==> config.mk <==
export PLATFORM = sky130hd
export DESIGN_NAME = data_mem_arbiter
export DESIGN_NICKNAME = d
export VERILOG_FILES = /design/src/rtl/data_mem_arbiter_pkg.sv /design/src/rtl/rr_arbiter2.sv /design/src/rtl/data_mem_arbiter.sv
export SDC_FILE = /design/constraint.sdc
export NUM_CORES = 1
export LEC_CHECK = 0
export BUFFER_PORTS_ARGS = -buffer_cell sky130_fd_sc_hd__buf_4
export CORE_AREA = 2 2 117 119
export CTS_CLUSTER_SIZE = 16
export DETAILED_ROUTE_END_ITERATION = 10
export DIE_AREA = 0 0 119 121
export GPL_ROUTABILITY_DRIVEN = 0
export HOLD_SLACK_MARGIN = 0.02
export PLACE_DENSITY = 0.66
export SLEW_MARGIN = 20
export SYNTH_ARGS = -nofsm -noshare
export SYNTH_HDL_FRONTEND = slang
export SYNTH_SLANG_ARGS = --single-unit
==> constraint.sdc <==
create_clock -name clk -period 1.45 [get_ports clk]
set_input_delay 0.145 -clock clk [delete_from_list [all_inputs] [get_ports clk]]
set_output_delay 0.145 -clock clk [all_outputs]
set_load 0.02 [all_outputs]
==> src/rtl/data_mem_arbiter_pkg.sv <==
// Shared definitions for the two-port data memory arbiter: FSM encoding,
// port indices and default bus widths.
package data_mem_arbiter_pkg;

  typedef enum logic {
    StIdle  = 1'b0,
    StServe = 1'b1
  } arb_state_e;

  localparam logic PortCore = 1'b0;
  localparam logic PortDma  = 1'b1;

  localparam int unsigned DefaultAddrWidth = 32;
  localparam int unsigned DefaultDataWidth = 32;

endpackage

==> src/rtl/rr_arbiter2.sv <==
// Two-requester round-robin arbiter: on a tie the port that did not win last time is granted.
module rr_arbiter2 (
  input  logic [1:0] req_i,
  input  logic       last_owner_i,
  output logic       grant_o
);

  always_comb begin
    grant_o = 1'b0;
    if (req_i == 2'b11) begin
      grant_o = ~last_owner_i;
    end else if (req_i[1]) begin
      grant_o = 1'b1;
    end
  end

endmodule

==> src/rtl/data_mem_arbiter.sv <==
// Arbitrates core (p0) and DMA (p1) word accesses onto a single data memory port;
// each granted access occupies one SERVE cycle after the grant.
module data_mem_arbiter
  import data_mem_arbiter_pkg::*;
#(
  parameter int unsigned ADDR_BUS_WIDTH = DefaultAddrWidth,
  parameter int unsigned DATA_BUS_WIDTH = DefaultDataWidth,
  parameter int unsigned MEM_BYTES      = 64
) (
  input  logic                      clk,
  input  logic                      reset,
  input  logic                      p0_req,
  input  logic                      p0_we,
  input  logic [ADDR_BUS_WIDTH-1:0] p0_addr,
  input  logic [DATA_BUS_WIDTH-1:0] p0_wdata,
  output logic                      p0_ack,
  output logic                      p0_err,
  output logic [DATA_BUS_WIDTH-1:0] p0_rdata,
  input  logic                      p1_req,
  input  logic                      p1_we,
  input  logic [ADDR_BUS_WIDTH-1:0] p1_addr,
  input  logic [DATA_BUS_WIDTH-1:0] p1_wdata,
  output logic                      p1_ack,
  output logic                      p1_err,
  output logic [DATA_BUS_WIDTH-1:0] p1_rdata,
  output logic [ADDR_BUS_WIDTH-1:0] mem_addr,
  output logic [DATA_BUS_WIDTH-1:0] mem_write_data,
  output logic                      mem_write_en,
  input  logic [DATA_BUS_WIDTH-1:0] mem_read_data
);

  localparam logic [ADDR_BUS_WIDTH-1:0] MaxAddr = ADDR_BUS_WIDTH'(MEM_BYTES - 4);

  arb_state_e                state_q, state_d;
  logic                      owner_q, owner_d;
  logic                      last_owner_q, last_owner_d;
  logic                      we_q, we_d;
  logic [ADDR_BUS_WIDTH-1:0] addr_q, addr_d;
  logic [DATA_BUS_WIDTH-1:0] wdata_q, wdata_d;

  logic grant;
  logic legal;
  logic serve;

  rr_arbiter2 u_rr_arbiter2 (
    .req_i        ({p1_req, p0_req}),
    .last_owner_i (last_owner_q),
    .grant_o      (grant)
  );

  always_ff @(posedge clk) begin
    if (reset) begin
      state_q      <= StIdle;
      owner_q      <= PortCore;
      last_owner_q <= PortDma;
      we_q         <= 1'b0;
      addr_q       <= '0;
      wdata_q      <= '0;
    end else begin
      state_q      <= state_d;
      owner_q      <= owner_d;
      last_owner_q <= last_owner_d;
      we_q         <= we_d;
      addr_q       <= addr_d;
      wdata_q      <= wdata_d;
    end
  end

  always_comb begin
    state_d      = state_q;
    owner_d      = owner_q;
    last_owner_d = last_owner_q;
    we_d         = we_q;
    addr_d       = addr_q;
    wdata_d      = wdata_q;
    unique case (state_q)
      StIdle: begin
        if (p0_req || p1_req) begin
          state_d      = StServe;
          owner_d      = grant;
          last_owner_d = grant;
          if (grant == PortDma) begin
            we_d    = p1_we;
            addr_d  = p1_addr;
            wdata_d = p1_wdata;
          end else begin
            we_d    = p0_we;
            addr_d  = p0_addr;
            wdata_d = p0_wdata;
          end
        end
      end
      StServe: state_d = StIdle;
    endcase
  end

  assign legal = (addr_q[1:0] == 2'b00) && (addr_q <= MaxAddr);
  // Reset gates the outputs directly so an access caught by reset never acks.
  assign serve = (state_q == StServe) && !reset;

  always_comb begin
    p0_ack         = 1'b0;
    p0_err         = 1'b0;
    p0_rdata       = '0;
    p1_ack         = 1'b0;
    p1_err         = 1'b0;
    p1_rdata       = '0;
    mem_addr       = '0;
    mem_write_data = '0;
    mem_write_en   = 1'b0;
    if (serve) begin
      mem_addr       = addr_q;
      mem_write_data = wdata_q;
      mem_write_en   = we_q && legal;
      if (owner_q == PortDma) begin
        p1_ack   = 1'b1;
        p1_err   = ~legal;
        p1_rdata = (legal && !we_q) ? mem_read_data : '0;
      end else begin
        p0_ack   = 1'b1;
        p0_err   = ~legal;
        p0_rdata = (legal && !we_q) ? mem_read_data : '0;
      end
    end
  end

endmodule

==> results.json, run 1 <==
{
  "status": "finished with violations",
  "violations": "setup timing",
  "yosys_register_bits": 68,
  "fin_crit_ns": 2.133,
  "power-per-cell-area_nw_per_um2": 698.7,
  "ir_worst_vdd_v": 0.0007565,
  "die_area_um2": 14400,
  "syn_nets": 742,
  "grt.overflow.total": 0,
  "cts_sinks": 68,
  "drt_iter0_drc": 374,
  "worst_pin_slew_ns": 1.023,
  "wl_per_cell_um": 19.82,
  "startpoint": "addr_q[24]$_SDFFE_PP0P_",
  "grt_pass1_vias": 5710,
  "clkPwrFrac_pct": 33.1,
  "clkTransAtPathRegs_ns": 0.06,
  "stdcell_count": 1133,
  "grt_util_all_layers_pct": 25.84,
  "n_antenna_cell": 0,
  "start_kind": "register",
  "finalCritPeriodShare_pct": 147.1,
  "drc_errors": 0,
  "synth_ff_type": "dfxtp_1",
  "total_power_mw": 7.288,
  "fin_worst_skew_ns": 0.007819,
  "final_core_util_pct": 79.72,
  "async_flop_share_pct": 0,
  "timing.rr.start": "state_q$_SDFF_PP0_",
  "fmax_mhz": 468.9,
  "hold-worst-slack_ns": 0.07233,
  "pre_cts_slack_ns": -0.4662,
  "synthCells": 576,
  "num_rows": 42,
  "crit_required_ns": 1.31,
  "clock_latency_ns": 0.34,
  "fillerInstances": 763,
  "port_buffers": 298,
  "drive_gt1_share_pct": 68.44,
  "die-width_um": 119,
  "leakagePower_nw": 5.050,
  "seqPwrFrac_pct": 30.6,
  "most-common-layout-cells": "buf_4 (207), buf_6 (155), nand2_1 (131)",
  "fp.dieH_um": 121,
  "final_area_um2": 10430,
  "placed_cells": 1053,
  "endpoint_kind": "output pin",
  "min-delay-start": "p1_wdata[2]",
  "cp_max_fo": 5,
  "cts_tree": "built",
  "grt_pass1_wl_um": 29480,
  "setup_ws_ns": -0.6826,
  "netlist_area_um2": 4247,
  "timing.slew.headroom_pct": 31.83,
  "hpwl_um": 12490,
  "area_growth_pct": 145.6,
  "nets": 1118,
  "cts_buffer_depth": 2,
  "root_buffer": "clkbuf_16",
  "ys_seq_area_share_pct": 32.06,
  "via_per_inst": 5.280,
  "start_util_pct": 32.45,
  "worstPathArrival_ns": 1.99,
  "coreArea_um2": 13090,
  "grt_max_degree": 68,
  "fin_setup_tns_ns": -60.53,
  "hold_viol_final": 0,
  "layout_commonest_cell": "buf_4",
  "syn_area_per_cell_um2": 7.373,
  "p_sw_mw": 2.281,
  "htreeDepth": 3,
  "sw_frac_of_total_pct": 31.30,
  "numCtsBuffers": 9,
  "slew_viol_final": 0,
  "hp-class": "primary input to register",
  "p_comb_share_pct": 36.3,
  "antenna_found_initial": 0,
  "drt.antenna.violating_nets": 0,
  "synth_edf_count": 0,
  "vias": 5982,
  "rsz0062_at_grt": "true",
  "internal_power_mw": 5.007,
  "placed_cell_area_um2": 7675,
  "setup_viol": 195,
  "pin_count": 299,
  "drv_cap": 0,
  "critPathKind": "register to output pin",
  "yosysUniqueCellTypes": 27,
  "ys_warn_count": 0,
  "drt-pass1-iter-count": 5,
  "wl_um": 22460
}
==> sequential cells by signal, indices dropped and copies added (netlist names) <==
register / flops
we_q: 1
wdata_q: 32
state_q: 1
addr_q: 32
owner_q: 1
last_owner_q: 1
==> critical path, cell delays in order (launching register included) <==
cell	delay [ns]
dfxtp_2	0.33
nor4_2	0.27
buf_4	0.15
nand4_1	0.10
buf_6	0.17
clkbuf_16	0.17
clkbuf_16	0.17
nor3_4	0.15
buf_6	0.15
==> Yosys cell counts, drive strengths merged (3+ instances only) <==
master	number	area, um2
nor4	7	62.56
dfxtp	68	1361
nor2	65	244.0
buf	37	211.5
nor2b	3	18.77
nand2	131	491.7
a311oi	65	569.3
clkbuf	23	86.33
nand2b	33	206.5
and2	64	400.4
nand4	3	18.77
nor3	65	480.5
==> repair_timing <==
item	4_1_cts	5_1_grt
hold buffers	1	0
endpoints found under the hold margin	1	0
gates resized for setup	219	145
pin swaps	90	109
setup endpoints to repair	132	198
cloned	13	24
setup buffers	8	23
==> path summary, 6_finish.rpt <==
kind | endpoint | slack, ns | depth (start not counted)
max reg2reg | addr_q[7]$_SDFFE_PP0P_ | -0.15 | 8
min | wdata_q[2]$_SDFFE_PP0P_ | 0.07 | 3
min reg2reg | wdata_q[4]$_SDFFE_PP0P_ | 0.50 | 2
max | p0_rdata[2] | -0.68 | 8
==> layer usage <==
metal / wire, um / up-vias / part of all wire [%] / GRT usage, %
met1: 8179 / 2890 / 36 / 28.61
met4: 612 / 0 / 2.7 / 9.152
met2: 11980 / 285 / 53 / 46.59
met3: 1685 / 39 / 7.5 / 8.083
met5: 0 / - / 0 / 0
li1: - / 2768 / - / -
==> logic make-up (layout without fill, tap and decap cells) <==
kind of cell           after synthesis  in the layout  synth area share, %
AO/OA/AOI/OAI                       72             72                14.76
AND/OR/NAND/NOR                    375            375                46.08
buffers and inverters               61            442                7.101
flip-flops                          68             68                32.06
==> power by group through the flow <==
| stage | sequential, mW | clock (mW) | combinational (mW) |
|---|---|---|---|
| finish | 2.23 | 2.41 | 2.65 |
| global route | 2.25 | 2.48 | 2.78 |
| CTS | 2.20 | 2.39 | 2.02 |
| detailed placement | 2.22 | 0 | 1.70 |
| global placement | 2.21 | 0 | 1.67 |
| floorplan | 2.20 | 0 | 0.895 |
==> final cells by class <==
type	count	area, um2	share of cell area [%]
Clock buffer	9	225.2	2.159
Inverter	1	3.754	0.03598
Clock inverter	7	91.34	0.8756
Timing Repair Buffer	425	4701	45.06
Tap cell	176	220.2	2.111
Sequential cell	68	1371	13.15
Multi-Input combinational cell	447	3819	36.61
Note: power is estimated with default switching activity, not from simulation.
==> inputs of run 2 (changes only) <==
--- a/config.mk
+++ b/config.mk
@@ -6,13 +6,13 @@
 export NUM_CORES = 1
 export LEC_CHECK = 0
 export BUFFER_PORTS_ARGS = -buffer_cell sky130_fd_sc_hd__buf_4
-export CORE_AREA = 2 2 117 119
+export CORE_AREA = 2 2 116 118
 export CTS_CLUSTER_SIZE = 16
 export DETAILED_ROUTE_END_ITERATION = 10
-export DIE_AREA = 0 0 119 121
+export DIE_AREA = 0 0 118 120
 export GPL_ROUTABILITY_DRIVEN = 0
 export HOLD_SLACK_MARGIN = 0.02
-export PLACE_DENSITY = 0.66
+export PLACE_DENSITY = 0.69
 export SLEW_MARGIN = 20
 export SYNTH_ARGS = -nofsm -noshare
 export SYNTH_HDL_FRONTEND = slang
==> constraint.sdc (replaced) <==
create_clock -name clk -period 1.8 [get_ports clk]
set_input_delay 0.18 -clock clk [delete_from_list [all_inputs] [get_ports clk]]
set_output_delay 0.18 -clock clk [all_outputs]
set_load 0.02 [all_outputs]
==> run 2 against run 1 <==
Against the previous run:
- the flow still finishes with violations (setup timing)
- flip-flop and latch count did not move
- routed wire length shrank 23%
- global-route usage decreased by 3.0 points
- critical path depth down 1
- clock skew is 0.0033 ns lower
- non-clock buffer count fell by 86
- combinational power is 52% lower
- utilization shrank 21 points
- clock power fell by 25%
- setup slack improved by 0.38 ns
- sequential power is 21% lower
- critical path type unchanged
- highest routed layer unchanged
==> results.json, run 2 (synthesis gave the netlist of run 1 again) <==
{
  "status": "finished with violations",
  "violations": "setup timing",
  "fp.dieH_um": 120,
  "r2r-end": "addr_q[17]$_SDFFE_PP0P_",
  "fin_worst_skew_ns": 0.004472,
  "antenna_found_initial": 0,
  "start_util_pct": 32.72,
  "drt_iter0_drc": 194,
  "setup_viol": 67,
  "crit_chain": "nor4_2 > buf_4 > nand4_1 > buf_4 > buf_16 > nor3_2 > buf_4",
  "clock_latency_ns": 0.33,
  "worstPathArrival_ns": 1.92,
  "hp-class": "primary input to register",
  "power-per-cell-area_nw_per_um2": 638.1,
  "timing.rr.start": "state_q$_SDFF_PP0_",
  "crit_required_ns": 1.62,
  "endpoint_kind": "output pin",
  "leakagePower_nw": 3.499,
  "worst_pin_slew_ns": 0.4636,
  "rsz0062_at_grt": "true",
  "grt.overflow.total": 0,
  "drv_cap": 0,
  "slew_viol_final": 0,
  "root_buffer": "clkbuf_16",
  "coreArea_um2": 12980,
  "hold_viol_final": 0,
  "fin_crit_ns": 2.100,
  "setup_ws_ns": -0.3001,
  "ir_worst_vdd_v": 0.0003578,
  "timing.slew.headroom_pct": 69.09,
  "r2r_cells": 6,
  "port_buffers": 298,
  "most-common-layout-cells": "buf_4 (305), nand2_1 (131), dfxtp_1 (66)",
  "pre_cts_slack_ns": -0.1425,
  "placed_cell_area_um2": 6756,
  "clkTransAtPathRegs_ns": 0.06,
  "cts_buffer_depth": 2,
  "via_per_inst": 4.875,
  "area_growth_pct": 77.99,
  "die_area_um2": 14160,
  "hold-worst-slack_ns": 0.1180,
  "die-width_um": 118,
  "num_rows": 42,
  "drt-pass1-iter-count": 4,
  "cts_sinks": 68,
  "cpLargestDelayFamily": "buffers and inverters",
  "layout_commonest_cell": "buf_4",
  "grt_util_all_layers_pct": 22.87,
  "grt_pass1_wl_um": 25540,
  "htreeDepth": 3,
  "numCtsBuffers": 9,
  "final_area_um2": 7559,
  "wl_per_cell_um": 16.42,
  "vias": 5104,
  "cts_tree": "built",
  "min-delay-start": "p1_addr[8]",
  "grt_pass1_vias": 4762,
  "critPathKind": "register to output pin",
  "grt_max_degree": 48,
  "pin_count": 299,
  "drc_errors": 0,
  "holdPathStages": 3,
  "startpoint": "addr_q[29]$_SDFFE_PP0P_",
  "cp_max_fo": 17,
  "nets": 1032,
  "drt.antenna.violating_nets": 0,
  "critPathMaxStageDelay_ns": 0.32,
  "hpwl_um": 12220,
  "start_kind": "register",
  "top_regs": "addr_q x32, wdata_q x32",
  "n_antenna_cell": 0,
  "wl_um": 17190,
  "fmax_mhz": 476.2,
  "cp_slowest_cell": "dfxtp_2",
  "finalCritPeriodShare_pct": 116.7,
  "worst-path-buf-inv": 4,
  "worst_path_most_repeated_cell": "buf_4",
  "hold_end": "addr_q[8]$_SDFFE_PP0P_",
  "ff2ff_setup_slack_ns": 0.15,
  "drive_gt1_share_pct": 48.45
}
## run 2: cell types whose count changed in the layout (fill, tap and decap cells not counted), sizes merged
cell and delta:
buf -69, clkbuf -10, clkinv -4, bufinv -1
clkinvlp -1, dlygate4sd3 -1
## run 2: layout make-up
class / count / area [um2]
Clock buffer: 15 / 267.8
Inverter: 1 / 3.754
Tap cell: 176 / 220.2
Timing Repair Buffer: 339 / 2855
Sequential cell: 68 / 1364
Multi-Input combinational cell: 447 / 2818
Clock inverter: 1 / 30.03
Fill cell: 1179 / 5421
## run 2: how the worst max path moves through the flow
| stage | cells past startpoint | endpoint | slack [ns] |
|---|---|---|---|
| after global placement | 5 | p1_rdata[16] | -0.14 |
| final | 7 | p1_rdata[12] | -0.30 |
| after floorplan | 4 | p0_rdata[10] | 0.03 |
| after detailed placement | 5 | p1_rdata[15] | -0.14 |
| after global routing | 7 | p1_rdata[12] | -0.39 |
| after CTS | 7 | p0_rdata[18] | -0.29 |
## run 2: worst min-delay path: stages
cell      delay [ns]
buf_4           0.11
nand2_1         0.04
a311oi_1        0.07
## run 2: where the power goes
| part | total (mW) | internal (mW) | switching (mW) | leakage (nW) |
|---|---|---|---|---|
| clock | 1.80 | 1.15 | 0.645 | 0.144 |
| combinational | 1.26 | 0.644 | 0.620 | 2.79 |
| sequential | 1.76 | 1.66 | 0.102 | 0.566 |
| total | 4.82 | 3.46 | 1.37 | 3.50 |
## run 2: routing by layer
metal / share of wire [%] / vias to the layer above / global-route usage (%)
met4: 2.0 / 0 / 9.111
met3: 7.8 / 26 / 6.749
met2: 51 / 201 / 39.72
met5: 0 / - / 0
met1: 40 / 2322 / 26.38
li1: - / 2555 / -
## run 2: what timing repair did
item                                    in CTS  in global routing
buffers inserted                             2                  4
gates resized for setup                     32                 39
hold buffers                                 0                  0
gates cloned                                 2                  4
hold endpoints to repair                     0                  0
endpoints found under the setup margin     100                132
pin swaps                                    2                  1
## run 2: per-stage QoR
| stage | utilization (%) | total power [mW] | instances | TNS (ns) |
|---|---|---|---|---|
| after floorplan | - | 2.384 | 576 | 0 |
| after global placement | 52.05 | 2.958 | 1020 | -0.4464 |
| after detailed placement | 52.05 | 2.969 | 1020 | -0.3943 |
| after CTS | 56.04 | 4.825 | 1040 | -17.79 |
| after global routing | 58.23 | 5.081 | 1047 | -22.96 |
| final | 58.23 | 4.823 | 1047 | -16.38 |
==> inputs of run 3 (changes only) <==
--- a/config.mk
+++ b/config.mk
@@ -6,13 +6,14 @@
 export NUM_CORES = 1
 export LEC_CHECK = 0
 export BUFFER_PORTS_ARGS = -buffer_cell sky130_fd_sc_hd__buf_4
-export CORE_AREA = 2 2 116 118
+export CORE_ASPECT_RATIO = 0.5
+export CORE_MARGIN = 2
+export CORE_UTILIZATION = 38
 export CTS_CLUSTER_SIZE = 16
 export DETAILED_ROUTE_END_ITERATION = 10
-export DIE_AREA = 0 0 118 120
 export GPL_ROUTABILITY_DRIVEN = 0
 export HOLD_SLACK_MARGIN = 0.02
-export PLACE_DENSITY = 0.69
+export PLACE_DENSITY = 0.78
 export SLEW_MARGIN = 20
 export SYNTH_ARGS = -nofsm -noshare
 export SYNTH_HDL_FRONTEND = slang
==> run 3 against run 2 <==
Against the previous run:
- utilization is 14 points higher
- combinational power hardly changed
- largest power group is now sequential cells
- clock skew is 0.0010 ns higher
- the flow still finishes with violations (setup timing)
- hold slack worse by 0.028 ns
- fmax is 1.4% higher
- die area is 15% lower
- largest cell class is now multi-input combinational cells
- sequential share of layout area is 0.74 points lower
==> results.json, run 3 (synthesis gave the netlist of run 1 again) <==
{
  "sw_frac_of_total_pct": 29.02,
  "setup_ws_ns": -0.2714,
  "num_rows": 27,
  "finalCritPeriodShare_pct": 115.1,
  "crit_chain": "nor4_4 > buf_4 > nand4_1 > buf_6 > buf_6 > nor3_2 > buf_4",
  "top_regs": "addr_q x32, wdata_q x32",
  "crit_required_ns": 1.62,
  "cp_slowest_cell": "dfxtp_2",
  "worst_pin_slew_ns": 0.7210,
  "endpoint_kind": "output pin",
  "layout_commonest_cell": "buf_4",
  "hp-class": "primary input to register",
  "root_buffer": "clkbuf_16",
  "cts_buffer_depth": 2,
  "total_power_mw": 4.738,
  "clock_latency_ns": 0.32,
  "fin_crit_ns": 2.071,
  "start_kind": "register",
  "drt-pass1-iter-count": 5,
  "grt_util_all_layers_pct": 25.98,
  "regArea_um2": 1368,
  "via_per_inst": 5.213,
  "timing.slew.headroom_pct": 51.93,
  "drt.antenna.violating_nets": 0,
  "n_antenna_cell": 0,
  "cts_hold_buf": 0,
  "coreArea_um2": 10950,
  "area_growth_pct": 86.06,
  "cp_max_fo": 7,
  "fin_worst_skew_ns": 0.005518,
  "most-common-layout-cells": "buf_4 (270), nand2_1 (131), nor2_1 (65), a311oi_1 (65), and2_1 (64)",
  "status": "finished with violations",
  "vias": 5281,
  "grt_pass1_vias": 5109,
  "pin_count": 299,
  "power-per-cell-area_nw_per_um2": 599.6,
  "p_sw_mw": 1.375,
  "multi_input_area_um2": 3077,
  "fillerInstances": 853,
  "hold-worst-slack_ns": 0.09016,
  "die_area_um2": 12090,
  "antenna_found_initial": 0,
  "cts_sinks": 68,
  "hpwl_um": 11400,
  "critPathKind": "register to output pin",
  "cts_tree": "built",
  "slew_viol_final": 0,
  "drt_iter0_drc": 414,
  "wl_um": 17200,
  "nets": 1030,
  "cpLargestDelayFamily": "buffers and inverters",
  "numCtsBuffers": 9,
  "drive_gt1_share_pct": 49.54,
  "seqPwrFrac_pct": 37.4,
  "worst-path-buf-inv": 4,
  "grt_max_degree": 68,
  "start_util_pct": 38.80,
  "fmax_mhz": 482.8,
  "drc_errors": 0,
  "clkTransAtPathRegs_ns": 0.06,
  "worstPathArrival_ns": 1.89,
  "die-width_um": 153.5,
  "drv_cap": 0,
  "fp.dieH_um": 78.75,
  "violations": "setup timing",
  "ir_worst_vdd_v": 0.0004305,
  "clkPwrFrac_pct": 35.5,
  "htreeDepth": 3,
  "fin_setup_tns_ns": -14.90,
  "wl_per_cell_um": 16.98,
  "grt_pass1_wl_um": 25700,
  "leakagePower_nw": 3.886,
  "critPathMaxStageDelay_ns": 0.33,
  "rsz0062_at_grt": "true",
  "port_buffers": 298,
  "hold_viol_final": 0,
  "setup_viol": 67,
  "grt.overflow.total": 0,
  "p_comb_share_pct": 27.0,
  "internal_power_mw": 3.363
}
==> run 3: changes by cell type in the layout (fill, tap and decap cells not counted), moves of 3 or more <==
cell and change:
buf_4 -35, nor3_4 +34, buf_6 +32, nor3_2 -23
nor3_1 -11, and2_1 +7, and2_4 -7, clkbuf_1 -3
dfxtp_1 -3, dfxtp_2 +3
==> run 3: area by class of cell <==
class | count | share of cell area (%)
multi-input combinational | 447 | 38.94
timing repair buffer | 337 | 37.75
sequential | 68 | 17.31
clock buffer | 14 | 3.595
tap | 145 | 2.296
clock inverter | 1 | 0.06334
inverter | 1 | 0.04751
==> run 3: repair_timing <==
| action | in CTS | in global routing |
|---|---|---|
| cloned | 4 | 4 |
| resized for setup | 69 | 75 |
| endpoints found under the setup margin | 67 | 97 |
| pin swaps | 11 | 26 |
| setup buffers | 4 | 0 |
==> run 3: metal layers <==
metal | global-route usage, % | part of all wire [%] | wire length, um | vias to the layer above
met5 | 0 | 0 | 0 | -
met2 | 47.60 | 53 | 9156 | 205
li1 | - | - | - | 2562
met4 | 9.174 | 2.8 | 478 | 0
met1 | 30.55 | 38 | 6611 | 2473
met3 | 5.295 | 5.6 | 958 | 41
==> run 3: per-stage QoR <==
step | setup slack [ns] | utilization (%) | cells | area, um2
after floorplan | 0.03463 | - | 576 | 4247
after global placement | -0.09311 | 61.28 | 986 | 6708
after detailed placement | -0.1327 | 61.28 | 986 | 6708
after CTS | -0.2469 | 68.16 | 1009 | 7461
after global routing | -0.3560 | 72.19 | 1013 | 7901
final | -0.2714 | 72.19 | 1013 | 7901
==> run 3: final timing paths <==
check	start	end	cells after the start	slack, ns
max	addr_q[1]$_SDFFE_PP0P_	p0_rdata[27]	7	-0.27
min	reset	addr_q[17]$_SDFFE_PP0P_	2	0.09
max reg2reg	state_q$_SDFF_PP0_	addr_q[20]$_SDFFE_PP0P_	5	0.23
min reg2reg	wdata_q[24]$_SDFFE_PP0P_	wdata_q[24]$_SDFFE_PP0P_	2	0.49
==> run 3: power by group through the flow <==
stage          logic (mW)  clock network, mW  registers, mW
3_3_place_gp         1.13                  0           1.78
2_1_floorplan       0.626                  0           1.76
4_1_cts              1.22               1.72           1.77
3_5_place_dp         1.14                  0           1.79
6_report             1.28               1.68           1.77
5_1_grt              1.39               1.80           1.80
